File: config.mk
export PLATFORM = sky130hd
export DESIGN_NAME = sd_spi_cmd_engine_flat
export DESIGN_NICKNAME = d
export VERILOG_FILES = /design/src/rtl/sd_spi_cmd_engine_if.sv /design/src/rtl/sd_spi_cmd_engine.sv /design/src/flat_wrapper.sv
export SDC_FILE = /design/constraint.sdc
export NUM_CORES = 1
export LEC_CHECK = 0
export ABC_AREA = 1
export CAP_MARGIN = 10
export CORE_MARGIN = 1
export CORE_UTILIZATION = 30
export DETAILED_ROUTE_END_ITERATION = 12
export GPL_ROUTABILITY_DRIVEN = 0
export HOLD_SLACK_MARGIN = 0.06
export SETUP_SLACK_MARGIN = 0.5
export SKIP_LAST_GASP = 1
export SLEW_MARGIN = 5
export SYNTH_ARGS = -nofsm -noshare
export SYNTH_HDL_FRONTEND = slang
export SYNTH_SLANG_ARGS = --single-unit
export TNS_END_PERCENT = 20
File: constraint.sdc
create_clock -name clk -period 2.02 [get_ports clk]
set_input_delay 0.505 -clock clk [delete_from_list [all_inputs] [get_ports clk]]
set_output_delay 0.505 -clock clk [all_outputs]
set_load 0.03 [all_outputs]
File: src/rtl/sd_spi_cmd_engine_if.sv
// rtl/sd_spi_cmd_engine_if.sv - byte-level SPI exchange handshake between the command engine and spi_controller
interface sd_spi_cmd_engine_if;
  logic       cs;
  logic       txrx_start;
  logic [7:0] tx_byte;
  logic [7:0] rx_byte;
  logic       txrx_done;

  modport master (output cs, output txrx_start, output tx_byte, input rx_byte, input txrx_done);
  modport slave  (input cs, input txrx_start, input tx_byte, output rx_byte, output txrx_done);
endinterface

File: src/rtl/sd_spi_cmd_engine.sv
// rtl/sd_spi_cmd_engine.sv - SD-over-SPI command framing, R1 polling and response capture
// Optional SD_CRC7_GEN_EN: generate CRC7 over the 40 header bits instead of using i_cmd_crc.
module sd_spi_cmd_engine #(
  parameter int NCR_MAX        = 8,
  parameter int MAX_RESP_BYTES = 5,
  parameter int POST_BYTES     = 1
) (
  input  logic                        clk,
  input  logic                        rst_n,
  input  logic                        i_start,
  input  logic [5:0]                  i_cmd_index,
  input  logic [31:0]                 i_cmd_arg,
  input  logic [6:0]                  i_cmd_crc,
  input  logic [3:0]                  i_resp_extra,
  output logic                        o_busy,
  output logic                        o_done,
  output logic                        o_timeout,
  output logic [8*MAX_RESP_BYTES-1:0] o_resp_data,
  sd_spi_cmd_engine_if.master         spi
);

  localparam int POLLW    = $clog2(NCR_MAX + 1);
  localparam int RW       = $clog2(MAX_RESP_BYTES + 1);
  localparam int PW       = (POST_BYTES > 0) ? $clog2(POST_BYTES + 1) : 1;
  localparam int MAX_XTRA = MAX_RESP_BYTES - 1;

  typedef enum logic [2:0] {
    S_IDLE, S_PRE, S_SEND, S_POLL, S_RESP, S_END, S_POST, S_FIN
  } state_t;

  state_t                      r_state, w_next;
  logic                        r_inflight, r_txrx_start, r_cs, r_busy, r_timeout;
  logic [7:0]                  r_tx_byte;
  logic [5:0]                  r_idx;
  logic [31:0]                 r_arg;
  logic [6:0]                  r_crc;
  logic [RW-1:0]               r_extra, r_resp_cnt;
  logic [2:0]                  r_byte_cnt;
  logic [POLLW-1:0]            r_poll_cnt;
  logic [PW-1:0]               r_post_cnt;
  logic [8*MAX_RESP_BYTES-1:0] r_resp_data;
  logic                        w_issue, w_xdone, w_crc_ready;
  logic [7:0]                  w_tx, w_frame_byte;

  assign w_xdone         = r_inflight & spi.txrx_done;
  assign spi.cs          = r_cs;
  assign spi.txrx_start  = r_txrx_start;
  assign spi.tx_byte     = r_tx_byte;
  assign o_busy          = r_busy;
  assign o_done          = (r_state == S_FIN);
  assign o_timeout       = r_timeout;
  assign o_resp_data     = r_resp_data;

`ifdef SD_CRC7_GEN_EN
  logic [5:0]  r_crc_cnt;
  logic        r_crc_busy;
  logic [39:0] w_hdr;
  logic        w_fb;

  assign w_hdr       = {2'b01, r_idx, r_arg};
  assign w_fb        = w_hdr[6'd39 - r_crc_cnt] ^ r_crc[6];
  assign w_crc_ready = ~r_crc_busy;

  // Serial CRC7 (x^7+x^3+1), one header bit per clock, starting the cycle after accept.
  always_ff @(posedge clk or negedge rst_n) begin
    if (!rst_n) begin
      r_crc      <= '0;
      r_crc_cnt  <= '0;
      r_crc_busy <= 1'b0;
    end else if (r_state == S_IDLE && i_start) begin
      r_crc      <= '0;
      r_crc_cnt  <= '0;
      r_crc_busy <= 1'b1;
    end else if (r_crc_busy) begin
      r_crc     <= {r_crc[5:0], 1'b0} ^ (w_fb ? 7'h09 : 7'h00);
      r_crc_cnt <= r_crc_cnt + 6'd1;
      if (r_crc_cnt == 6'd39) r_crc_busy <= 1'b0;
    end
  end
`else
  assign w_crc_ready = 1'b1;
`endif

  always_comb begin
    w_frame_byte = 8'hFF;
    case (r_byte_cnt)
      3'd0:    w_frame_byte = {2'b01, r_idx};
      3'd1:    w_frame_byte = r_arg[31:24];
      3'd2:    w_frame_byte = r_arg[23:16];
      3'd3:    w_frame_byte = r_arg[15:8];
      3'd4:    w_frame_byte = r_arg[7:0];
      3'd5:    w_frame_byte = {r_crc, 1'b1};
      default: w_frame_byte = 8'hFF;
    endcase
  end

  always_ff @(posedge clk or negedge rst_n) begin
    if (!rst_n) r_state <= S_IDLE;
    else        r_state <= w_next;
  end

  // Exchange-carrying states issue one byte when nothing is in flight and advance on txrx_done.
  always_comb begin
    w_next  = r_state;
    w_issue = 1'b0;
    w_tx    = 8'hFF;
    case (r_state)
      S_IDLE: if (i_start) w_next = S_PRE;
      S_PRE: begin
        w_issue = ~r_inflight & w_crc_ready;
        if (w_xdone) w_next = S_SEND;
      end
      S_SEND: begin
        w_issue = ~r_inflight;
        w_tx    = w_frame_byte;
        if (w_xdone && r_byte_cnt == 3'd5) w_next = S_POLL;
      end
      S_POLL: begin
        w_issue = ~r_inflight;
        if (w_xdone) begin
          if (!spi.rx_byte[7])
            w_next = (r_extra != '0) ? S_RESP : S_END;
          else if (r_poll_cnt == POLLW'(NCR_MAX - 1))
            w_next = S_END;
        end
      end
      S_RESP: begin
        w_issue = ~r_inflight;
        if (w_xdone && r_resp_cnt == r_extra - RW'(1)) w_next = S_END;
      end
      S_END:  w_next = (POST_BYTES > 0) ? S_POST : S_FIN;
      S_POST: begin
        w_issue = ~r_inflight;
        if (w_xdone && r_post_cnt == PW'(POST_BYTES - 1)) w_next = S_FIN;
      end
      S_FIN:   w_next = S_IDLE;
      default: w_next = S_IDLE;
    endcase
  end

  always_ff @(posedge clk or negedge rst_n) begin
    if (!rst_n) begin
      r_inflight   <= 1'b0;
      r_txrx_start <= 1'b0;
      r_tx_byte    <= 8'hFF;
      r_cs         <= 1'b1;
      r_busy       <= 1'b0;
      r_timeout    <= 1'b0;
      r_resp_data  <= '0;
      r_idx        <= '0;
      r_arg        <= '0;
      r_extra      <= '0;
      r_byte_cnt   <= '0;
      r_poll_cnt   <= '0;
      r_resp_cnt   <= '0;
      r_post_cnt   <= '0;
`ifndef SD_CRC7_GEN_EN
      r_crc        <= '0;
`endif
    end else begin
      r_txrx_start <= w_issue;
      if (w_issue) begin
        r_tx_byte  <= w_tx;
        r_inflight <= 1'b1;
      end
      if (w_xdone) r_inflight <= 1'b0;
      case (r_state)
        S_IDLE: if (i_start) begin
          r_idx       <= i_cmd_index;
          r_arg       <= i_cmd_arg;
`ifndef SD_CRC7_GEN_EN
          r_crc       <= i_cmd_crc;
`endif
          r_extra     <= (int'(i_resp_extra) > MAX_XTRA) ? RW'(MAX_XTRA) : RW'(i_resp_extra);
          r_cs        <= 1'b0;
          r_busy      <= 1'b1;
          r_resp_data <= '0;
          r_timeout   <= 1'b0;
          r_byte_cnt  <= '0;
          r_poll_cnt  <= '0;
          r_resp_cnt  <= '0;
          r_post_cnt  <= '0;
        end
        S_SEND: if (w_xdone) r_byte_cnt <= r_byte_cnt + 3'd1;
        S_POLL: if (w_xdone) begin
          if (!spi.rx_byte[7]) begin
            r_resp_data[8*MAX_RESP_BYTES-1 -: 8] <= spi.rx_byte;
          end else begin
            r_poll_cnt <= r_poll_cnt + POLLW'(1);
            if (r_poll_cnt == POLLW'(NCR_MAX - 1)) r_timeout <= 1'b1;
          end
        end
        S_RESP: if (w_xdone) begin
          // Extras fill downward from just below R1.
          for (int i = 1; i < MAX_RESP_BYTES; i++)
            if (i == int'(r_resp_cnt) + 1)
              r_resp_data[8*(MAX_RESP_BYTES-1-i) +: 8] <= spi.rx_byte;
          r_resp_cnt <= r_resp_cnt + RW'(1);
        end
        S_END:  r_cs <= 1'b1;
        S_POST: if (w_xdone) r_post_cnt <= r_post_cnt + PW'(1);
        S_FIN:  r_busy <= 1'b0;
        default: ;
      endcase
    end
  end

endmodule

File: src/flat_wrapper.sv
// flat-port wrapper written by rule: the top's interface ports become plain ports
module sd_spi_cmd_engine_flat 
#(
  parameter int NCR_MAX        = 8,
  parameter int MAX_RESP_BYTES = 5,
  parameter int POST_BYTES     = 1
)
  (clk, rst_n, i_start, i_cmd_index, i_cmd_arg, i_cmd_crc, i_resp_extra, o_busy, o_done, o_timeout, o_resp_data, spi_cs, spi_txrx_start, spi_tx_byte, spi_rx_byte, spi_txrx_done);
  sd_spi_cmd_engine_if spi_i ();
  input  logic clk;
  input  logic rst_n;
  input  logic i_start;
  input  logic [5:0] i_cmd_index;
  input  logic [31:0] i_cmd_arg;
  input  logic [6:0] i_cmd_crc;
  input  logic [3:0] i_resp_extra;
  output logic o_busy;
  output logic o_done;
  output logic o_timeout;
  output logic [8*MAX_RESP_BYTES-1:0] o_resp_data;
  output wire logic [$bits(spi_i.cs)-1:0] spi_cs;
  output wire logic [$bits(spi_i.txrx_start)-1:0] spi_txrx_start;
  output wire logic [$bits(spi_i.tx_byte)-1:0] spi_tx_byte;
  input wire logic [$bits(spi_i.rx_byte)-1:0] spi_rx_byte;
  input wire logic [$bits(spi_i.txrx_done)-1:0] spi_txrx_done;
  assign spi_cs = spi_i.cs;
  assign spi_txrx_start = spi_i.txrx_start;
  assign spi_tx_byte = spi_i.tx_byte;
  assign spi_i.rx_byte = spi_rx_byte;
  assign spi_i.txrx_done = spi_txrx_done;
  sd_spi_cmd_engine #(.NCR_MAX(NCR_MAX), .MAX_RESP_BYTES(MAX_RESP_BYTES), .POST_BYTES(POST_BYTES)) u_core (.clk(clk), .rst_n(rst_n), .i_start(i_start), .i_cmd_index(i_cmd_index), .i_cmd_arg(i_cmd_arg), .i_cmd_crc(i_cmd_crc), .i_resp_extra(i_resp_extra), .o_busy(o_busy), .o_done(o_done), .o_timeout(o_timeout), .o_resp_data(o_resp_data), .spi(spi_i));
endmodule
Word-level counts from Yosys, hierarchy flattened. Cells that the tools add are included. W data, S select, Z words.

$mul: 0. Add/subtract/negate cells: 6. Div/mod/pow operators: 0. Multiplexer cells: 45. Bitwise logic cells: 3. Equal/unequal tests: 35. Reduce and logical (&&, ||, !) cells: 28. Shift-type cells: 0. Order comparisons: 1.

Operator list (number): $eq A3 B32 Y1 const A (2); $pmux W32 S2 (1); $mux W8 (7); $pmux W8 S6 (1); $mux W40 (1); $mux W3 (12); $eq A2 B32 Y1 const A (1); $eq A4 B32 Y1 const A (1); $mux W32 (1); $ne A2 B1 Y1 const B (13); $pmux W3 S8 (1); $reduce_and A4 Y1 (6); $eq A3 B3 Y1 const B (6); $pmux W8 S2 (1); $reduce_bool A2 Y1 (7); $eq A3 B2 Y1 const B (4); $mux W4 (3); $pmux W3 S2 (2); $mux W1 (10); $reduce_and A3 Y1 (3); $pmux W1 S2 (4); $pmux W4 S2 (1); $reduce_and A7 Y1 (1); $add A3 B1 Y3 const B (2); 18 further kinds (27).

Bits in writable memories: 0. Register bits after elaboration: 115. Word-level logic and storage cells: 138. Bits in read-only memories: 0. Output and inout bits: 53. Memories: 0. Bits in latches: 0. Input port bits: 61.

Longest topological paths before layout. Gate-level depths: netlist (run 1).

Depth in word-level cells: 5. Mapped depth: 12. Mapped depth without buffers: 12.

Worst setup path after synthesis (run 1). No wires, ideal clock.

Kind: reg-to-reg. Start point: reg u_core.r_byte_cnt[0]. End point: reg u_core.r_tx_byte[4], in the netlist u_core.spi.tx_byte[4]. Clock period less this slack: 1.554 ns. Path slack: 0.466 ns. Arrival: 1.493 ns. Setup time: 0.060 ns. Stages on the path, launching flop included: 11. Path buffers: 1. Data required time: 1.960 ns. Path through: dfrtp_1 > ha_1 > ha_1 > clkbuf_1 > inv_1 > nand3_1 > nor2_1 > inv_1 > nand3_1 > nand2_1 > nand2_1.

Word-level cells in the longest chain between the ends: 3. Elaborated cells on any way between the ends: 8. Those cells by class: eq/ne (5); mux (2); reduce/logical (1).

Ends and longest elaborated chain: start, declared (line sd_spi_cmd_engine.sv:38) `logic [2:0] r_byte_cnt;`; start signal, assigned (line sd_spi_cmd_engine.sv:184) `S_SEND: if (w_xdone) r_byte_cnt <= r_byte_cnt + 3'd1;`; $eq A3 B3 Y1 (tied with other cells) (line sd_spi_cmd_engine.sv:86) `case (r_byte_cnt)`; $pmux W8 S6 * (line sd_spi_cmd_engine.sv:86); $mux W8 * (line sd_spi_cmd_engine.sv:107) `case (r_state)`; end signal, assigned (line sd_spi_cmd_engine.sv:163) `r_tx_byte <= w_tx;`; end, declared (line sd_spi_cmd_engine.sv:33) `logic [7:0] r_tx_byte;`.

Mark *: on every way between the ends. The rest lies on a longest branch, timed or not. A chain may end at the register's enable or synchronous reset.

Worst setup path in the final report (run 1).
Start point: reg u_core.r_state[1]. End point: out o_done.

Word-level cells in the longest chain between the ends: 1.

Ends and longest elaborated chain: start, declared (line sd_spi_cmd_engine.sv:31) `state_t r_state, w_next;`; start signal, assigned (line sd_spi_cmd_engine.sv:99) `else r_state <= w_next;`; $eq A3 B3 Y1 (line sd_spi_cmd_engine.sv:50) `assign o_done = (r_state == S_FIN);`; end, declared (line flat_wrapper.sv:18) `output logic o_done;`.

No other way between the ends.

==> metrics.cfg, run 1 <==
[logic_synthesis]
avgSynthCellArea_sq_um = 7.965
synth_top_area_share_pct = 48.23
ys_top_cells_by_area = dfrtp_1, nand2_1, nand3_1
yosysSeqAreaShare_pct = 52.57
synth_nets = 761
synth_warnings = 0
ys_types = 30
synth_cells = 684
yosysTopAreaCell = dfrtp_1
ys_seq_elements = 114
syn_area_sq_um = 5448

[grt]
antenna_found_initial = 0
grt_pass1_vias = 4720
grt_pass1_wl_mm = 23.55
grt_start_max_net_pins = 35
grt-ovfl-total = 0
grt_usage_pct = 16.66

[die]
die_area_sq_um = 18700
num_rows = 48
coreArea_sq_um = 17540
die_h_um = 136.8
start_util_pct = 31.06
die_x_um = 136.8
ioPinCount = 114

[power]
p_seq_share_pct = 31.8
power_density_nw_per_um2 = 1513
p_leak_uw = 0.004048
internal_power_uw = 7119
swShare_pct = 39.70
power_frac_comb_pct = 42.2
ir_drop_mv = 0.9481
power_frac_clock_pct = 25.9
p_switching_uw = 4688

[drt]
wl_per_cell_um = 13.89
ant_nets = 0
drt_iter0_drc = 260
wirelength_mm = 14.86
drc_errors = 0
drtPass1Iterations = 5
via_per_inst = 4.559
dr_total_vias = 4878

[timing]
fin_crit_sh_pct = 87.24
rsz0062_at_grt = true
fin_setup_tns_ps = 0
setup_viol = 0
final_hold_viol_count = 0
slew_headroom_pct = 65.95
fmax_mhz = 567.5
clock_skew_ps = 6.094
slew_violations = 0
max_slew.worst_pin.slew_ps = 510.7
fin_crit_ps = 1762
worst_slack_ps = 257.8

[layout]
fillers = 1740
areaGrowthSynthToFinish_pct = 43.20
mostFrequentLayoutCells = nand2_1, dfrtp_1, clkdlybuf4s50_1
final_common_cell = nand2_1
layout.nets = 909
antenna_cells = 0
instances_no_fill = 1070
final_area_sq_um = 7801
layout-drive-gt1-share_pct = 19.76

[critical_path]
crit_slowest_cell = dfrtp_2
critPathBufInv = 2
required_ps = 1510
end_kind = output port
criticalPathCategory = reg2out
start_kind = flop
cp_top_family = flip-flops
path_cells = ha_4 > nand2_4 > inv_2 > buf_6
crit_fanout = 4
worst-endpoint-arrival_ps = 1260
slowest_delay_ps = 440

[min_path]
hold_path.class = in2async

[clock_network]
htree_num_levels = 4
cts-root-buf = clkbuf_16
clk_latency_ps = 420
cts_tree = built
path_clk_slew_ps = 50
numCtsBuffers = 17
cts_max_path_buffers = 2
cts.sinks = 114

[placement]
dpl_cell_area_sq_um = 6973
pre_cts_ws_ps = 18.65
hpwl_mm = 10.43
dpl.cell_count = 1023
portBuffers = 112

[run]
drv_cap = 0

[status]
status = finished, final reports clean

## kinds of logic (layout without fill, tap and decap cells)
kind of cell / count (synthesis) / after routing / synth area share, %
AOI/OAI and AO/OA: 58 / 58 / 5.581
xor gates and xnor gates: 3 / 3 / 0.4824
adders and majority gates: 16 / 16 / 3.675
buffers and inverters: 67 / 227 / 5.214
DFF: 114 / 114 / 52.57
other: 1 / 1 / 0.06884
and+or+nand+nor: 425 / 426 / 32.41
## metal layers
layer  GRT usage (%)  wire [um]
met2           26.37       6912
met4           6.852        262
met5               0          0
met1           21.87       7037
met3           3.815        649
## what timing repair did
| action | 4_1_cts | 5_1_grt |
|---|---|---|
| resized for setup | 200 | 58 |
| gates cloned | 0 | 2 |
| hold buffers | 0 | 0 |
| pin swaps | 2 | 8 |
| endpoints found under the setup margin | 162 | 154 |
| buffers inserted | 8 | 5 |
## layout make-up
class,instances,area (sq um),area share [%]
Clock buffer,25,515.5,6.608
Sequential cell,114,2868,36.76
Multi-Input combinational cell,504,2466,31.61
Tap cell,225,281.5,3.609
Clock inverter,7,96.34,1.235
Inverter,51,206.4,2.646
Timing Repair Buffer,144,1368,17.53
## power groups by stage
stage	Clock (uW)	Sequential (uW)	Combinational, uW
global placement	0	3740	4550
finish	3060	3760	4990
CTS	3110	3740	4660
global route	3220	3860	5570
detailed placement	0	3740	4600
floorplan	0	4250	2420
## synthesized netlist by cell type (all sizes together)
cell type,n
nand2,321
dfrtp,105
nand3,58
inv,51
nor2,43
o21ai,43
ha,16
buf,11
a21oi,9
dfstp,9
clkbuf,5
a211oi,2
nand4,2
xnor2,2
a21boi,1
a22oi,1
conb,1
o21a,1
o22ai,1
or2,1
xor2,1
## per-stage QoR
step           hold WS (ps)  power (uW)  utilization, %
2_1_floorplan         209.4        6668               -
5_1_grt               87.51       12650           44.48
4_1_cts               63.94       11510           43.19
6_report              55.96       11810           44.48
3_3_place_gp          454.3        8289           39.76
3_5_place_dp          457.8        8334           39.76
## path summary, 6_finish.rpt
path / startpoint / to / slack, ps / cells past startpoint
max: u_core.r_state[1] / o_done / 260 / 4
min: rst_n / u_core.r_arg[3] / 60 / 1
max reg2reg: u_core.r_state[1] / u_core.o_resp_data[32] / 360 / 9
min reg2reg: u_core.o_resp_data[11] / u_core.o_resp_data[11] / 460 / 2
max in group asynchronous: rst_n / u_core.spi.tx_byte[2] / 1360 / 2
min in group clk: u_core.o_resp_data[11] / u_core.o_resp_data[11] / 460 / 2
## registers in the layout, indices dropped and copies added (netlist names)
register / count
u_core.spi.txrx_start: 1
u_core.r_state: 3
u_core.r_arg: 32
u_core.r_crc: 7
u_core.r_inflight: 1
u_core.o_timeout: 1
u_core.o_busy: 1
u_core.r_extra: 3
u_core.spi.tx_byte: 8
u_core.r_resp_cnt: 3
u_core.o_resp_data: 39
u_core.r_post_cnt: 1
u_core.r_byte_cnt: 3
u_core.r_idx: 6
u_core.r_poll_cnt: 4
u_core.spi.cs: 1
## worst reg2reg max path, cell delays in order, from the launching register on
cell and delay [ps]:
dfrtp_2 410, ha_4 160, buf_4 150, inv_1 50, nor2_2 170, nor2_2 80, inv_1 140, nand2_2 140
o21ai_1 140, o21ai_0 90
Note: power is estimated with default switching activity, not from simulation.
==> run 2: changes to the inputs <==
CORE_UTILIZATION = 25   (was 30)
==> run 2 against run 1 <==
Net effect:
- final cell count is 4.8% higher
- wire length is 6.0% higher
- fmax is 0.11% lower
- die area is 20% higher
- via count is 0.37% lower
==> metrics.cfg, run 2 (synthesized netlist as in run 1, its figures left out) <==
[status]
status = finished, final reports clean

[drt]
ant_nets = 0
wirelength_mm = 15.75
drt_iter0_drc = 269
drtPass1Iterations = 5
via_per_inst = 4.335
drc_errors = 0
dr_total_vias = 4860
wl_per_cell_um = 14.05

[power]
power_frac_clock_pct = 24.3
power_frac_comb_pct = 43.1
p_switching_uw = 4794
p_leak_uw = 0.004031
swShare_pct = 41.58
ir_drop_mv = 0.5987
finalPower_uw = 11530
power_density_nw_per_um2 = 1482
internal_power_uw = 6735
p_seq_share_pct = 32.6

[clock_network]
cts_tree = built
numCtsBuffers = 17
htree_num_levels = 4
cts.sinks = 114
path_clk_slew_ps = 60
cts-root-buf = clkbuf_16
cts_max_path_buffers = 2
clk_latency_ps = 420

[die]
start_util_pct = 25.67
coreArea_sq_um = 21220
die_area_sq_um = 22380
die_x_um = 149.6
num_rows = 53
die_h_um = 149.6
ioPinCount = 114

[grt]
grt-ovfl-total = 0
grt_start_max_net_pins = 41
antenna_found_initial = 0
grt_usage_pct = 14.77
busiest_layer = met2
met1_usage_pct = 19.29
grt_pass1_wl_mm = 25.24
use_met3_pct = 4.085
use_met2_pct = 23.40
grt_pass1_vias = 4939

[placement]
hpwl_mm = 11.36
portBuffers = 112
dpl.cell_count = 1077
dpl_cell_area_sq_um = 7053

[layout]
layout.nets = 910
areaGrowthSynthToFinish_pct = 42.81
final_area_sq_um = 7780
layout-drive-gt1-share_pct = 19.15
instances_no_fill = 1121
fin_util_pct = 36.66
final_common_cell = nand2_1
largest_register_ffs = 39
antenna_cells = 0
fillers = 2174
mostFrequentLayoutCells = nand2_1, dfrtp_1, clkdlybuf4s50_1

[critical_path]
end_kind = output port
crit_fanout = 4
slowest_delay_ps = 440
start_kind = flop
path_cells = ha_4 > nand2_4 > inv_2 > buf_6
cp_top_family = flip-flops
crit_slowest_cell = dfrtp_2
worst-endpoint-arrival_ps = 1260
critPathBufInv = 2
required_ps = 1510
criticalPathCategory = reg2out

[timing]
rsz0062_at_grt = true
final_hold_viol_count = 0
setup_viol = 0
fmax_mhz = 566.9
fin_crit_ps = 1764
fin_hold_ws_ps = 466.0
fin_crit_sh_pct = 87.33
slew_violations = 0
clock_skew_ps = 9.850

[run]
drv_cap = 0

[min_path]
hold_path.class = reg2reg

## run 2: cell count changes in the layout (fill, tap and decap cells not counted), moves of 3 or more
cell | before | now
buf_4 | 24 | 30
clkinv_4 | 1 | 4
o21ai_1 | 12 | 8
nand2_4 | 10 | 13
o21ai_0 | 29 | 35
clkbuf_8 | 6 | 2
nand2_2 | 10 | 6
## run 2: final timing paths
| path | startpoint | cells after the start | end | slack, ps |
|---|---|---|---|---|
| min reg2reg | u_core.spi.cs | 2 | u_core.spi.cs | 470 |
| max in group asynchronous | rst_n | 3 | u_core.spi.tx_byte[4] | 810 |
| min in group asynchronous | rst_n | 2 | u_core.r_idx[1] | 580 |
| max | u_core.r_state[1] | 4 | o_done | 260 |
| min | u_core.spi.cs | 2 | u_core.spi.cs | 470 |
| max reg2reg | u_core.r_state[1] | 12 | u_core.spi.tx_byte[6] | 330 |
## run 2: area by class of cell
cell class / count / area, sq um / area share [%]
Sequential cell: 114 / 2868 / 36.86
Multi-Input combinational cell: 504 / 2450 / 31.49
Timing Repair Buffer: 145 / 1355 / 17.42
Clock buffer: 19 / 452.9 / 5.822
Tap cell: 275 / 344.1 / 4.423
Inverter: 51 / 206.4 / 2.654
Clock inverter: 13 / 103.9 / 1.335
## run 2: through the flow
step                TNS (ps)  worst slack [ps]
global route               0             201.3
detailed placement    -16.93            -16.93
CTS                        0             224.6
finish                     0             255.9
global placement           0             62.63
floorplan                  0             504.3
## run 2: power groups by stage
stage          clock, uW  sequential (uW)  combinational (uW)
6_report            2800             3760                4960
5_1_grt             2960             3860                5560
4_1_cts             2860             3760                4800
3_5_place_dp           0             3760                4690
3_3_place_gp           0             3750                4620
2_1_floorplan          0             4250                2420
## run 2: repair_timing
action	in CTS	in global routing
setup buffers	9	0
hold buffers	1	0
pin swaps	2	3
setup endpoints to repair	164	165
resized for setup	204	39
endpoints found under the hold margin	25	0
gates cloned	0	2
## run 2: worst min-delay path, delay by kind of cell (launching register included)
family	cells	cell delay (ps)
and+or+nand+nor	2	100
DFF	1	360
## run 2: routing by layer
layer | routed length (um) | share of wire, %
met1 | 7381 | 47
met2 | 7240 | 46
met3 | 913 | 5.8
met4 | 211 | 1.3
met5 | 0 | 0
